==> src/rtl/apb_master_bridge_if.sv <==
// Bus bundle for the APB master bridge: processor request side plus APB slave side.
interface apb_master_bridge_if #(
  parameter int ADDR_W = 8,
  parameter int DATA_W = 8,
  parameter int SEL_W  = 2
);
  logic              p_start;
  logic              p_write;
  logic [SEL_W-1:0]  p_sel;
  logic [ADDR_W-1:0] p_addr;
  logic [DATA_W-1:0] p_wdata;
  logic [DATA_W-1:0] p_rdata;
  logic              p_stable;
  logic              a_reset;
  logic [SEL_W-1:0]  a_sel;
  logic              a_enable;
  logic              a_write;
  logic [ADDR_W-1:0] a_addr;
  logic [DATA_W-1:0] a_wdata;
  logic [DATA_W-1:0] a_rdata;
  logic              a_ready;

  modport master (
    input  p_start, p_write, p_sel, p_addr, p_wdata, a_rdata, a_ready,
    output p_rdata, p_stable, a_reset, a_sel, a_enable, a_write, a_addr, a_wdata
  );

  modport slave (
    output p_start, p_write, p_sel, p_addr, p_wdata, a_rdata, a_ready,
    input  p_rdata, p_stable, a_reset, a_sel, a_enable, a_write, a_addr, a_wdata
  );
endinterface

==> src/rtl/apb_master_bridge.sv <==
// Single-outstanding APB master: turns a one-cycle processor request into an APB
// SETUP/ACCESS transfer with PREADY wait states and reports completion on p_stable.
module apb_master_bridge #(
  parameter int ADDR_W = 8,
  parameter int DATA_W = 8,
  parameter int SEL_W  = 2
) (
  input  logic                 clk,
  input  logic                 reset,
  apb_master_bridge_if.master  bus
);

  typedef enum logic [2:0] {
    IDLE   = 3'd0,
    SETUP  = 3'd1,
    ACCESS = 3'd2,
    DONE   = 3'd3
  } state_e;

  state_e            state_q,  state_d;
  logic [SEL_W-1:0]  sel_q,    sel_d;
  logic              enable_q, enable_d;
  logic              write_q,  write_d;
  logic [ADDR_W-1:0] addr_q,   addr_d;
  logic [DATA_W-1:0] wdata_q,  wdata_d;
  logic [DATA_W-1:0] rdata_q,  rdata_d;
  logic              stable_q, stable_d;

  // Next-state and next-output logic; outputs are computed for the state being entered.
  always_comb begin
    state_d  = state_q;
    sel_d    = sel_q;
    enable_d = enable_q;
    write_d  = write_q;
    addr_d   = addr_q;
    wdata_d  = wdata_q;
    rdata_d  = rdata_q;
    stable_d = 1'b0;
    case (state_q)
      IDLE: begin
        sel_d    = {SEL_W{1'b0}};
        enable_d = 1'b0;
        if (bus.p_start && (bus.p_sel != {SEL_W{1'b0}})) begin
          state_d = SETUP;
          sel_d   = bus.p_sel;
          write_d = bus.p_write;
          addr_d  = bus.p_addr;
          wdata_d = bus.p_wdata;
        end else begin
          state_d = IDLE;
        end
      end
      SETUP: begin
        state_d  = ACCESS;
        enable_d = 1'b1;
      end
      ACCESS: begin
        if (bus.a_ready) begin
          state_d  = DONE;
          sel_d    = {SEL_W{1'b0}};
          enable_d = 1'b0;
          stable_d = 1'b1;
          if (!write_q) begin
            rdata_d = bus.a_rdata;
          end else begin
            rdata_d = rdata_q;
          end
        end else begin
          state_d = ACCESS;
        end
      end
      DONE: begin
        state_d  = IDLE;
        sel_d    = {SEL_W{1'b0}};
        enable_d = 1'b0;
      end
      default: begin
        // Unused encodings recover to a quiet bus.
        state_d  = IDLE;
        sel_d    = {SEL_W{1'b0}};
        enable_d = 1'b0;
      end
    endcase
  end

  // State and registered-output flops; reset aborts any transfer in flight.
  always_ff @(posedge clk or negedge reset) begin
    if (!reset) begin
      state_q  <= IDLE;
      sel_q    <= {SEL_W{1'b0}};
      enable_q <= 1'b0;
      write_q  <= 1'b0;
      addr_q   <= {ADDR_W{1'b0}};
      wdata_q  <= {DATA_W{1'b0}};
      rdata_q  <= {DATA_W{1'b0}};
      stable_q <= 1'b0;
    end else begin
      state_q  <= state_d;
      sel_q    <= sel_d;
      enable_q <= enable_d;
      write_q  <= write_d;
      addr_q   <= addr_d;
      wdata_q  <= wdata_d;
      rdata_q  <= rdata_d;
      stable_q <= stable_d;
    end
  end

  assign bus.a_reset  = reset;
  assign bus.a_sel    = sel_q;
  assign bus.a_enable = enable_q;
  assign bus.a_write  = write_q;
  assign bus.a_addr   = addr_q;
  assign bus.a_wdata  = wdata_q;
  assign bus.p_rdata  = rdata_q;
  assign bus.p_stable = stable_q;

endmodule

==> src/flat_wrapper.sv <==
// flat-port wrapper written by rule: the top's interface ports become plain ports
module apb_master_bridge_flat 
#(
  parameter int ADDR_W = 8,
  parameter int DATA_W = 8,
  parameter int SEL_W  = 2
)
  (clk, reset, bus_p_start, bus_p_write, bus_p_sel, bus_p_addr, bus_p_wdata, bus_a_rdata, bus_a_ready, bus_p_rdata, bus_p_stable, bus_a_reset, bus_a_sel, bus_a_enable, bus_a_write, bus_a_addr, bus_a_wdata);
  apb_master_bridge_if #(.ADDR_W(ADDR_W), .DATA_W(DATA_W), .SEL_W(SEL_W)) bus_i ();
  input  logic clk;
  input  logic reset;
  input wire logic [$bits(bus_i.p_start)-1:0] bus_p_start;
  input wire logic [$bits(bus_i.p_write)-1:0] bus_p_write;
  input wire logic [$bits(bus_i.p_sel)-1:0] bus_p_sel;
  input wire logic [$bits(bus_i.p_addr)-1:0] bus_p_addr;
  input wire logic [$bits(bus_i.p_wdata)-1:0] bus_p_wdata;
  input wire logic [$bits(bus_i.a_rdata)-1:0] bus_a_rdata;
  input wire logic [$bits(bus_i.a_ready)-1:0] bus_a_ready;
  output wire logic [$bits(bus_i.p_rdata)-1:0] bus_p_rdata;
  output wire logic [$bits(bus_i.p_stable)-1:0] bus_p_stable;
  output wire logic [$bits(bus_i.a_reset)-1:0] bus_a_reset;
  output wire logic [$bits(bus_i.a_sel)-1:0] bus_a_sel;
  output wire logic [$bits(bus_i.a_enable)-1:0] bus_a_enable;
  output wire logic [$bits(bus_i.a_write)-1:0] bus_a_write;
  output wire logic [$bits(bus_i.a_addr)-1:0] bus_a_addr;
  output wire logic [$bits(bus_i.a_wdata)-1:0] bus_a_wdata;
  assign bus_i.p_start = bus_p_start;
  assign bus_i.p_write = bus_p_write;
  assign bus_i.p_sel = bus_p_sel;
  assign bus_i.p_addr = bus_p_addr;
  assign bus_i.p_wdata = bus_p_wdata;
  assign bus_i.a_rdata = bus_a_rdata;
  assign bus_i.a_ready = bus_a_ready;
  assign bus_p_rdata = bus_i.p_rdata;
  assign bus_p_stable = bus_i.p_stable;
  assign bus_a_reset = bus_i.a_reset;
  assign bus_a_sel = bus_i.a_sel;
  assign bus_a_enable = bus_i.a_enable;
  assign bus_a_write = bus_i.a_write;
  assign bus_a_addr = bus_i.a_addr;
  assign bus_a_wdata = bus_i.a_wdata;
  apb_master_bridge #(.ADDR_W(ADDR_W), .DATA_W(DATA_W), .SEL_W(SEL_W)) u_core (.clk(clk), .reset(reset), .bus(bus_i));
endmodule
==> config.mk <==
export PLATFORM = sky130hd
export DESIGN_NAME = apb_master_bridge_flat
export DESIGN_NICKNAME = d
export VERILOG_FILES = /design/src/rtl/apb_master_bridge_if.sv /design/src/rtl/apb_master_bridge.sv /design/src/flat_wrapper.sv
export SDC_FILE = /design/constraint.sdc
export NUM_CORES = 1
export LEC_CHECK = 0
export CAP_MARGIN = 20
export CORE_UTILIZATION = 50
export DETAILED_ROUTE_END_ITERATION = 12
export DONT_BUFFER_PORTS = 1
export PLACE_DENSITY = 0.67
export SYNTH_ARGS = -nofsm -noshare
export SYNTH_HDL_FRONTEND = slang
export SYNTH_SLANG_ARGS = --single-unit
==> constraint.sdc <==
create_clock -name clk -period 1.6 [get_ports clk]
set_clock_uncertainty 0.05 [all_clocks]
set_input_delay 0.32 -clock clk [delete_from_list [all_inputs] [get_ports clk]]
set_output_delay 0.32 -clock clk [all_outputs]
set_load 0.005 [all_outputs]
## Yosys cells after proc, flatten, opt, wreduce, memory -nomap -nowiden

Index checks and enable logic that the tools add are counted.

- Register bits after elaboration: 32
- Bits of input ports: 31
- Output and inout bits: 30
- Logic and storage cells: 29

- Equal/unequal tests: 3
- Mux-type cells: 10
- Bitwise operators: 2
- Reduce and logical (&&, ||, !) cells: 6

Operators with widths:

| cell | count |
|---|---|
| $pmux W3 S3 | 1 |
| $pmux W2 S3 | 1 |
| $mux W1 | 5 |
| $mux W2 | 2 |
| $reduce_and A2 Y1 | 2 |
| $eq A3 B1 Y1 const B | 1 |
| $eq A3 B2 Y1 const B | 1 |
| $logic_not A3 Y1 | 1 |
| $reduce_and A3 Y1 | 1 |
| $ne A2 B2 Y1 const B | 1 |
| $not A1 Y1 | 2 |
| $pmux W1 S2 | 1 |
| $reduce_bool A2 Y1 | 1 |
| $logic_and A1 B1 Y1 | 1 |

## Logic depth before layout (Yosys ltp)

Gate-level depths: netlist (run 1).

- Word-level depth: 4
- Depth in mapped cells: 7
- Mapped depth without buffers: 6

## Worst setup path before layout (run 1)

Ideal clock, no wire load.

- Path kind: reg-to-reg
- Start: reg u_core.state_q[0]
- End: reg u_core.addr_q[0], in the netlist u_core.bus.a_addr[0]
- Setup time: 125 ps
- Data arrival time: 1272 ps
- Required time: 1425 ps
- Slack: 153 ps
- Stages on the path, launching flop included: 6
- Path through: dfrtp_1 inv_1 ha_1 o211ai_4 buf_12 mux2_4

- Cells in the longest elaborated chain, start to end: 2

RTL lines:

| element | RTL line | source |
|---|---|---|
| from (decl) | apb_master_bridge.sv:20 | `state_e state_q, state_d;` |
| from (signal assigned) | apb_master_bridge.sv:98 | `state_q <= state_d;` |
| $logic_not A3 Y1 | apb_master_bridge.sv:39 | `case (state_q)` |
| $reduce_and A2 Y1 (no line) | - |  |
| to (signal assigned) | apb_master_bridge.sv:93 | `addr_q <= {ADDR_W{1'b0}};` |
| to (signal assigned) | apb_master_bridge.sv:102 | `addr_q <= addr_d;` |
| to (decl) | apb_master_bridge.sv:24 | `logic [ADDR_W-1:0] addr_q, addr_d;` |

No other way between the ends.
A chain may end at the register's enable or synchronous reset.

## Worst setup path after layout (run 1)

- Start: reg u_core.state_q[0]
- End: reg u_core.addr_q[5], in the netlist u_core.bus.a_addr[5]

The elaborated chain is that of the path after synthesis.

==> summary.txt, run 1 <==
Pwr
  • Pleak: 0.6891 nW
  • Total power: 2.904 mW
  • Power Dens Cells: 2013 nW/µm²
  • Peak supply drop: about 0.0012 V

Critical path
  • RR Endpoint: u_core.bus.a_addr[5]$_DFFE_PN0P_
  • CP endpoint kind: register
  • Setup crit start kind: register
  • Critical Path Slowest Stage Cell: dfrtp_1
  • R2r setup slk: between 0.09 and 0.1 ns
  • Slowest stage delay, CP: 0.39 ns
  • CP endpoint: u_core.bus.a_addr[5]$_DFFE_PN0P_
  • CP arrival: 1.67 ns
  • Critical path origin: u_core.state_q[0]$_DFF_PN0_
  • Crit-path cells: inv_1 > ha_1 > o211ai_4 > buf_4 > mux2_2
  • Setup CP Type: reg -> reg
  • Crit path max fanout: 4
  • FF-to-FF path depth: 5
  • Worst r2r src: u_core.state_q[0]$_DFF_PN0_
  • WP data required: 1.76 ns

Place
  • Port bufs: 0
  • Cell count after placement: around 100
  • Post-Place Worst Slack: -0.03604 ns
  • RD Place Congestion: 0.6357
  • Final HPWL DP: 1354 µm
  • DP Area: 1284 µm²

Timing
  • Final hold viol count: 0
  • Slew HR: ~85%
  • Final Critical Period: 1.505 ns
  • Max Transition Viols Final: 0
  • Worst hold slack: 0.08182 ns
  • Fin crit share: 94.06%
  • Fin Setup TNS: 0 ns
  • Fmax: 664.4 MHz
  • Final setup fails: 0
  • Slew at the pin closest to its max-slew limit: 0.2170 ns
  • Unrepaired setup endpoints after global routing: no
  • Final worst slack: ~0.095 ns

Die
  • Num rows: 17
  • Die area: around 2800 µm²
  • Core ar.: 2297 µm²
  • Die H: about 52 µm
  • Io pins: 61
  • Initial Util: 55.45%
  • Die Wd: 52.47 µm

Job
  • Max capacitance violation total: 0

Routing
  • Drt via density: 5.658
  • DR vias: ~660
  • Avg WL per Cell: 18.04 µm
  • 1st-iter DRT viols: 5
  • Antenna Nets Post-Route: 0
  • DRC viols: 0
  • Final WL: ~2100 µm
  • Pre-Repair DR Iteration Count: 6

GRT
  • Largest net degree at the start of global routing: 32
  • GR Util All Layers: 16.80%
  • First-pass GRT wire length: approximately 3000 µm
  • Grt ovf: 0
  • Via count of the first global-routing pass: between 600 and 700
  • Antenna violations before repair: 0

Synthesis
  • Yosys warns: 0
  • Sequential share of the synthesized area: approximately three fifths
  • Synth cell types: 16
  • Flops & latches, synth: 31
  • Avg Cell Area, Syn: 16.33 µm²
  • Mapped Nets: 113
  • Cells after synthesis: between 70 and 80
  • Post-Syn Area: 1274 µm²

Finish
  • Final Core Density: 62.80%
  • Commonest non-fill, non-tap cells in the layout: dfrtp_1, mux2_2, mux2_4
  • Fill count: 192
  • FF/Latch Area: approximately 780 µm²
  • Design area: roughly 1400 µm²
  • Most common cell after layout, fill and taps aside: dfrtp_1
  • Nets: approximately 120
  • Share of layout cells above drive strength 1: between 40% and 50%
  • Area Overhead vs Synth: 13.26%
  • # diodes: 0
  • Fin cells: 117
  • Multi-input gate area: 461.7 µm²

Clocking
  • H-tree levels: 2
  • CTS Buffer Depth: 2
  • TritonCTS Sinks: 31
  • CTS root buf: clkbuf_4
  • Clk slew on worst S/H paths: 0.10 ns
  • Worst-Skew Late Latency: between 0.3 and 0.4 ns
  • TritonCTS clock tree: done
  • Total CTS buffers: 5

Min path
  • Worst hold start: bus_p_addr[7]
  • Worst hold path class: in -> reg

Status
  • Run status: completed
==> cell families (layout without fill, tap and decap cells) <==
| kind of cell | count (synthesis) | count (layout) | synth area share, % |
|---|---|---|---|
| fa+ha+maj | 4 | 4 | 3.929 |
| compound gates | 6 | 6 | 4.027 |
| simple gates | 5 | 5 | 2.063 |
| buf+inv | 6 | 17 | 3.438 |
| flops | 31 | 31 | 60.90 |
| mux | 26 | 26 | 25.64 |
==> cells in the mapped netlist <==
cell | count | area share [%]
o211ai_4 | 1 | 1.7
o21ai_0 | 2 | 0.79
nand3_1 | 2 | 0.79
mux2_4 | 9 | 11
buf_12 | 1 | 1.6
a21oi_1 | 1 | 0.39
inv_1 | 3 | 0.88
buf_2 | 1 | 0.39
nor2b_1 | 1 | 0.49
ha_1 | 4 | 3.9
buf_4 | 1 | 0.59
mux2_2 | 17 | 15
dfrtp_1 | 31 | 61
nand2b_1 | 1 | 0.49
nand2_1 | 1 | 0.29
o31ai_1 | 2 | 1.2
==> final cells by class <==
| type | instances | area share, % |
|---|---|---|
| Tap cell | 28 | 2.428 |
| Timing Repair Buffer | 6 | 5.030 |
| Sequential cell | 31 | 53.77 |
| Clock buffer | 6 | 3.556 |
| Clock inverter | 2 | 2.428 |
| Multi-Input combinational cell | 41 | 32.00 |
| Inverter | 3 | 0.7806 |
==> critical path: cells and delay by family (launching register included) <==
family / cells / cell delay (ns)
AO/OA/AOI/OAI: 1 / 0.13
multiplexers: 1 / 0.33
adder cells (fa/ha/maj): 1 / 0.25
buffers and inverters: 2 / 0.25
flip-flops: 1 / 0.39
==> sequential cells by signal, summed over array words and instances, names as in the netlist <==
name,cells
u_core.bus.a_write,1
u_core.bus.a_wdata,8
u_core.state_q,2
u_core.bus.a_enable,1
u_core.bus.p_stable,1
u_core.bus.p_rdata,8
u_core.bus.a_sel,2
u_core.bus.a_addr,8
==> worst min-delay path by stage <==
stage,endpoint,slack [ns],cells after the start
2_1_floorplan,u_core.bus.a_addr[0]$_DFFE_PN0P_,-0.03,0
3_3_place_gp,u_core.bus.a_wdata[6]$_DFFE_PN0P_,-0.03,0
3_5_place_dp,u_core.bus.a_wdata[6]$_DFFE_PN0P_,-0.03,0
4_1_cts,u_core.bus.a_addr[2]$_DFFE_PN0P_,0.07,1
5_1_grt,u_core.bus.a_wdata[4]$_DFFE_PN0P_,0.05,1
6_report,u_core.bus.a_addr[7]$_DFFE_PN0P_,0.08,1
==> report_power, final <==
part / switching, mW / total [mW] / internal, mW
combinational: 0.286 / 0.818 / 0.532
sequential: 0.285 / 1.46 / 1.17
clock: 0.259 / 0.628 / 0.369
==> metal layers <==
layer  global-route usage [%]  vias to the layer above  routed length, µm
met4                    9.211                        0                 40
met5                        0                        -                  0
met1                    16.22                      322                768
met3                    10.43                        5                289
met2                    27.22                       45               1013
li1                         -                      290                  -
==> what timing repair did <==
item	4_1_cts	5_1_grt
setup buffers	3	0
endpoints found under the setup margin	16	5
hold buffers	2	0
hold endpoints to repair	31	0
pin swaps	1	0
gates resized for setup	1	1
(Power assumes the default switching activity.)
==> run 2: changes to the inputs <==
--- a/config.mk
+++ b/config.mk
@@ -6,6 +6,7 @@
 export NUM_CORES = 1
 export LEC_CHECK = 0
 export CAP_MARGIN = 20
+export CORE_ASPECT_RATIO = 0.7
 export CORE_UTILIZATION = 50
 export DETAILED_ROUTE_END_ITERATION = 12
 export DONT_BUFFER_PORTS = 1
==> constraint.sdc (replaced) <==
create_clock -name clk -period 1.45 [get_ports clk]
set_clock_uncertainty 0.05 [all_clocks]
set_input_delay 0.29 -clock clk [delete_from_list [all_inputs] [get_ports clk]]
set_output_delay 0.29 -clock clk [all_outputs]
set_load 0.005 [all_outputs]
==> run 2 against run 1 <==
Effect of this change: clock power is 22% lower; utilization is 3.2 points higher; critical endpoint unchanged; via count is 2.7% higher; setup slack worse by 0.095 ns; sequential cell count stayed put.
==> summary.txt, run 2 (synthesized netlist as in run 1, its figures left out) <==
Status
  • Run status: completed

Pwr
  • Comb power frac: 35.1% (+6.9 points)
  • Total power: 3.283 mW (+13%)
  • Sequential share of power: 49.9% (-0.3 points)
  • Internal Power: 2.283 mW (+10%)
  • Sw Share: 30.45% (+1.8 points)
  • NetSw: 0.9996 mW (+20%)
  • Power Dens Cells: 2185 nW/µm² (+8.5%)
  • Pleak: 0.7299 nW (+5.9%)
  • Clk pwr share: 14.9% (-6.7 points)
  • Peak supply drop: 0.0009212 V (-23%)

Min path
  • WHS Path Cells: 1 (unchanged)
  • Worst hold path class: in -> reg

Finish
  • FF/Latch Area: 775.7 µm² (unchanged)
  • Fill count: 184 (-4.2%)
  • Share of layout cells above drive strength 1: 53.33% (+7.3 points)
  • Area Overhead vs Synth: 17.98%
  • Multi-input gate area: 519.2 µm² (+12%)
  • Nets: 125 (+1.6%)
  • Final Core Density: 65.99% (+3.2 points)
  • Design area: 1503 µm² (+4.2%)
  • Most common cell after layout, fill and taps aside: dfrtp_1
  • Commonest non-fill, non-tap cells in the layout: dfrtp_1, mux2_4, mux2_2
  • # diodes: 0 (unchanged)

Job
  • Max capacitance violation total: 0 (unchanged)

Timing
  • Fmax: 689.9 MHz (+3.8%)
  • Unrepaired setup endpoints after global routing: yes
  • Final Critical Period: 1.450 ns (-0.05547 ns)
  • Slew HR: 84.71% (-0.70 points)
  • Final hold viol count: 0 (unchanged)
  • Final setup fails: 0 (unchanged)
  • Slew at the pin closest to its max-slew limit: 0.2282 ns (+0.01122 ns)
  • Fin crit share: 99.97% (+5.9 points)
  • Max Transition Viols Final: 0 (unchanged)
  • Worst hold slack: 0.06336 ns (-0.01846 ns)

Die
  • Die Wd: 62.33 µm (+19%)
  • Initial Util: 55.93% (+0.49 points)
  • Die area: 2757 µm² (+0.13%)
  • Io pins: 61 (unchanged)
  • Core ar.: 2277 µm² (-0.87%)
  • Die H: 44.23 µm (-16%)
  • Num rows: 14 (-3)

Critical path
  • Crit path max fanout: 8 (+4)
  • CP arrival: 1.61 ns (-0.06 ns)
  • Setup crit start kind: register
  • WP data required: 1.61 ns (-0.15 ns)
  • FF-to-FF path depth: 5 (unchanged)
  • Setup CP Type: reg -> reg
  • CP endpoint kind: register

Clocking
  • CTS root buf: clkbuf_4
  • H-tree levels: 2 (unchanged)
  • Total CTS buffers: 5 (unchanged)
  • Clk slew on worst S/H paths: 0.09 ns (about the same)
  • TritonCTS clock tree: done
  • CTS Buffer Depth: 2 (unchanged)
  • Worst-Skew Late Latency: 0.31 ns (about the same)
  • TritonCTS Sinks: 31 (unchanged)

GRT
  • First-pass GRT wire length: 3815 µm (+27%)
  • Via count of the first global-routing pass: 747 (+8.3%)
  • Grt ovf: 0 (unchanged)
  • GR Util All Layers: 20.04% (+3.2 points)
  • Largest net degree at the start of global routing: 32 (unchanged)
  • Antenna violations before repair: 0 (unchanged)

Routing
  • Antenna Nets Post-Route: 0 (unchanged)
  • Avg WL per Cell: 19.11 µm (+5.9%)
  • Pre-Repair DR Iteration Count: 3 (-3)
  • DRC viols: 0 (unchanged)
  • Final WL: 2332 µm (+10%)
  • Drt via density: 5.574 (-1.5%)
  • DR vias: 680 (+2.7%)
  • 1st-iter DRT viols: 17 (+12)

Place
  • Final HPWL DP: 1645 µm (+21%)
  • DP Area: 1364 µm² (+6.2%)
  • RD Place Congestion: 0.5759 (-9.4%)
  • Port bufs: 0 (unchanged)
-- run 2: cell types whose count changed in the layout (fill, tap and decap cells not counted) --
cell and delta:
bufinv_16 -1, inv_2 +3, buf_4 +1, ha_4 +2, ha_1 -2, inv_1 -3, nand2_2 +1, nand2_1 -1
mux2_2 -8, mux2_4 +8, buf_12 +1
-- run 2: power groups by stage --
stage | Combinational [mW] | Clock [mW] | Sequential (mW)
after floorplan | 0.747 | 0 | 1.55
after global placement | 0.923 | 0 | 1.62
after detailed placement | 0.980 | 0 | 1.64
after CTS | 1.03 | 0.509 | 1.63
after global routing | 1.26 | 0.547 | 1.69
final | 1.15 | 0.490 | 1.64
-- run 2: area by class of cell --
type / count / area share (%)
Timing Repair Buffer: 8 / 6.661
Sequential cell: 31 / 51.62
Inverter: 3 / 0.7494
Multi-Input combinational cell: 41 / 34.55
Tap cell: 32 / 2.664
Clock inverter: 1 / 0.3331
Clock buffer: 6 / 3.414
-- run 2: path summary, 6_finish.rpt --
kind	from	slack (ns)	to
worst min register to register	u_core.bus.a_wdata[2]$_DFFE_PN0P_	0.49	u_core.bus.a_wdata[2]$_DFFE_PN0P_
min in group asynchronous	reset	0.36	u_core.bus.p_rdata[5]$_DFFE_PN0P_
worst max register to register	u_core.state_q[1]$_DFF_PN0_	0.0005	u_core.bus.a_addr[5]$_DFFE_PN0P_
worst max-delay path	u_core.state_q[1]$_DFF_PN0_	0.0005	u_core.bus.a_addr[5]$_DFFE_PN0P_
worst min-delay path	bus_a_rdata[4]	0.06	u_core.bus.p_rdata[4]$_DFFE_PN0P_
max in group asynchronous	reset	0.83	u_core.bus.a_wdata[6]$_DFFE_PN0P_
-- run 2: per-layer routing --
metal	GRT usage, %	wire, µm
met4	12.56	34
met2	33.63	1182
met5	0	0
met1	21.78	918
met3	8.505	197
-- run 2: what timing repair did --
item | in CTS | in global routing
endpoints found under the hold margin | 31 | 0
cloned | 0 | 0
hold buffers | 2 | 0
resized for setup | 4 | 13
pin swaps | 1 | 3
setup buffers | 0 | 1
endpoints found under the setup margin | 11 | 26
-- run 2: critical path: stages, from the launching register on --
cell and delay (ns):
dfrtp_1 0.44, inv_2 0.08, ha_4 0.17, o211ai_4 0.11, buf_12 0.17, mux2_2 0.33
-- run 2: stage by stage --
stage | instances | setup slack (ns) | TNS, ns
5_1_grt | 122 | -0.04730 | -0.5991
6_report | 122 | 0.0004540 | 0
4_1_cts | 122 | -0.009903 | -0.01424
3_3_place_gp | 113 | 0.02355 | 0
2_1_floorplan | 78 | 0.002659 | 0
3_5_place_dp | 113 | -0.04164 | -0.2500
==> run 3: changes to the inputs <==
--- a/config.mk
+++ b/config.mk
@@ -7,6 +7,7 @@
 export LEC_CHECK = 0
 export CAP_MARGIN = 20
 export CORE_ASPECT_RATIO = 0.7
+export CORE_MARGIN = 3
 export CORE_UTILIZATION = 50
 export DETAILED_ROUTE_END_ITERATION = 12
 export DONT_BUFFER_PORTS = 1
==> run 3 against run 2 <==
Effect of this change: sequential power barely moved; combinational power hardly changed; critical path depth is 2 higher; final area shrank 0.42%; critical endpoint is now u_core.bus.p_rdata[1]$_DFFE_PN0P_; largest power group unchanged; highest routed layer unchanged.
==> summary.txt, run 3 (synthesized netlist as in run 1, its figures left out) <==
Status
  • Run status: completed

Finish
  • Share of layout cells above drive strength 1: 55.43% (+2.1 points)
  • Final Core Density: 65.71% (-0.27 points)
  • Most common cell after layout, fill and taps aside: dfrtp_1
  • Fin cells: 124 (+1.6%)
  • Nets: 127 (+1.6%)
  • Commonest non-fill, non-tap cells in the layout: dfrtp_1, mux2_2, mux2_4
  • # diodes: 0 (unchanged)
  • Area Overhead vs Synth: 17.49%

Routing
  • Final WL: 2300 µm (-1.4%)
  • Antenna Nets Post-Route: 0 (unchanged)
  • Pre-Repair DR Iteration Count: 2 (-1)
  • Drt via density: 5.355 (-3.9%)
  • 1st-iter DRT viols: 16 (-1)
  • DR vias: 664 (-2.4%)
  • DRC viols: 0 (unchanged)
  • Avg WL per Cell: 18.55 µm (-3.0%)

Clocking
  • Clk slew on worst S/H paths: 0.09 ns (about the same)
  • TritonCTS Sinks: 31 (unchanged)
  • CTS root buf: clkbuf_4
  • H-tree levels: 2 (unchanged)
  • CTS Buffer Depth: 2 (unchanged)
  • TritonCTS clock tree: done
  • Worst-Skew Late Latency: 0.32 ns (about the same)
  • Total CTS buffers: 5 (unchanged)

Critical path
  • Setup crit start kind: register
  • R2r setup slk: 0.004 ns (about the same)
  • Crit path max fanout: 8 (unchanged)
  • Worst r2r src: u_core.state_q[0]$_DFF_PN0_
  • CP endpoint kind: register
  • CP arrival: 1.61 ns (about the same)
  • FF-to-FF path depth: 7 (+2)
  • WP data required: 1.62 ns (about the same)
  • RR Endpoint: u_core.bus.p_rdata[1]$_DFFE_PN0P_
  • Setup CP Type: reg -> reg

GRT
  • Largest net degree at the start of global routing: 32 (unchanged)
  • Grt ovf: 0 (unchanged)
  • Antenna violations before repair: 0 (unchanged)
  • Via count of the first global-routing pass: 708 (-5.2%)
  • First-pass GRT wire length: 3229 µm (-15%)
  • GR Util All Layers: 15.03% (-5.0 points)

Timing
  • Unrepaired setup endpoints after global routing: yes
  • Fin Setup TNS: 0 ns (unchanged)
  • Fmax: 691.4 MHz (+0.22%)
  • Max Transition Viols Final: 0 (unchanged)
  • Fin crit share: 99.75% (-0.22 points)
  • Slew at the pin closest to its max-slew limit: 0.2307 ns (+0.002416 ns)
  • Final hold viol count: 0 (unchanged)
  • Slew HR: 84.55% (-0.16 points)
  • Final Critical Period: 1.446 ns (-0.003144 ns)
  • Final setup fails: 0 (unchanged)

Pwr
  • Sequential share of power: 50.2% (+0.3 points)
  • Clk pwr share: 15.2% (+0.3 points)
  • Power Dens Cells: 2160 nW/µm² (-1.1%)
  • Pleak: 0.7057 nW (-3.3%)
  • Sw Share: 30.22% (-0.24 points)
  • Peak supply drop: 0.001008 V (+9.4%)
  • Comb power frac: 34.5% (-0.6 points)
  • NetSw: 0.9764 mW (-2.3%)
  • Internal Power: 2.255 mW (-1.2%)

Place
  • Final HPWL DP: 1699 µm (+3.3%)
  • Cell count after placement: 113 (unchanged)
  • RD Place Congestion: 0.6821 (+18%)
  • Port bufs: 0 (unchanged)

Min path
  • Worst hold path class: in -> reg
  • Worst Hold End: u_core.bus.p_stable$_DFF_PN0_
  • WHS Path Cells: 2 (+1)
  • Worst hold start: bus_a_ready

Die
  • Die Wd: 66.33 µm (+6.4%)
  • Die area: 3199 µm² (+16%)
  • Die H: 48.23 µm (+9.0%)
  • Io pins: 61 (unchanged)
  • Initial Util: 55.93% (unchanged)
  • Num rows: 14 (unchanged)
  • Core ar.: 2277 µm² (unchanged)

Job
  • Max capacitance violation total: 0 (unchanged)
## run 3: final cells by class
cell class,count,area (µm²)
clock inverter,1,5.005
clock buffer,6,51.30
multi-input combinational,41,485.5
timing repair buffer,10,127.6
tap,32,40.04
sequential,31,775.7
fill,180,780.7
inverter,3,11.26
## run 3: how the worst max path moves through the flow
stage                           startpoint                                 to  cells past startpoint
2_1_floorplan  u_core.state_q[0]$_DFF_PN0_   u_core.bus.a_addr[0]$_DFFE_PN0P_                      5
3_3_place_gp   u_core.state_q[0]$_DFF_PN0_  u_core.bus.p_rdata[3]$_DFFE_PN0P_                      7
3_5_place_dp   u_core.state_q[0]$_DFF_PN0_  u_core.bus.p_rdata[3]$_DFFE_PN0P_                      7
4_1_cts        u_core.state_q[0]$_DFF_PN0_  u_core.bus.p_rdata[3]$_DFFE_PN0P_                      7
5_1_grt        u_core.state_q[0]$_DFF_PN0_  u_core.bus.p_rdata[1]$_DFFE_PN0P_                      7
6_report       u_core.state_q[0]$_DFF_PN0_  u_core.bus.p_rdata[1]$_DFFE_PN0P_                      7
## run 3: critical path: stages, from the launching register on
cell	delay, ns
dfrtp_1	0.41
inv_2	0.09
ha_2	0.18
nand2_2	0.06
inv_2	0.07
nand2b_4	0.06
buf_12	0.13
mux2_4	0.28
## run 3: per-stage QoR
stage               setup WS [ns]  power [mW]  hold WS (ns)  cell area (µm²)
finish                   0.003598       3.232       0.04936             1496
global placement          0.02386       2.551      -0.05497             1364
global route             -0.07450       3.461       0.03216             1496
CTS                      -0.02009       3.171       0.04244             1460
detailed placement       -0.01045       2.620      -0.05502             1364
floorplan                0.002659       2.293      -0.05559             1274
## run 3: power groups by stage
stage	Combinational, mW	Sequential (mW)	Clock [mW]
5_1_grt	1.22	1.68	0.556
4_1_cts	1.03	1.63	0.512
3_3_place_gp	0.923	1.63	0
6_report	1.12	1.62	0.492
3_5_place_dp	0.969	1.65	0
2_1_floorplan	0.747	1.55	0
## run 3: timing repair
action / in CTS / in global routing
endpoints found under the hold margin: 31 / 0
hold buffers: 2 / 0
gates cloned: 0 / 0
endpoints found under the setup margin: 21 / 24
buffers inserted: 1 / 1
pin swaps: 0 / 1
gates resized for setup: 1 / 10
## run 3: routing by layer
metal	GRT usage, %	wire, µm	vias up	share of wire [%]
met5	0	0	-	0
li1	-	-	295	-
met4	10.93	51	0	2.2
met3	8.756	254	7	11
met2	24.06	1173	38	51
met1	15.19	820	324	36
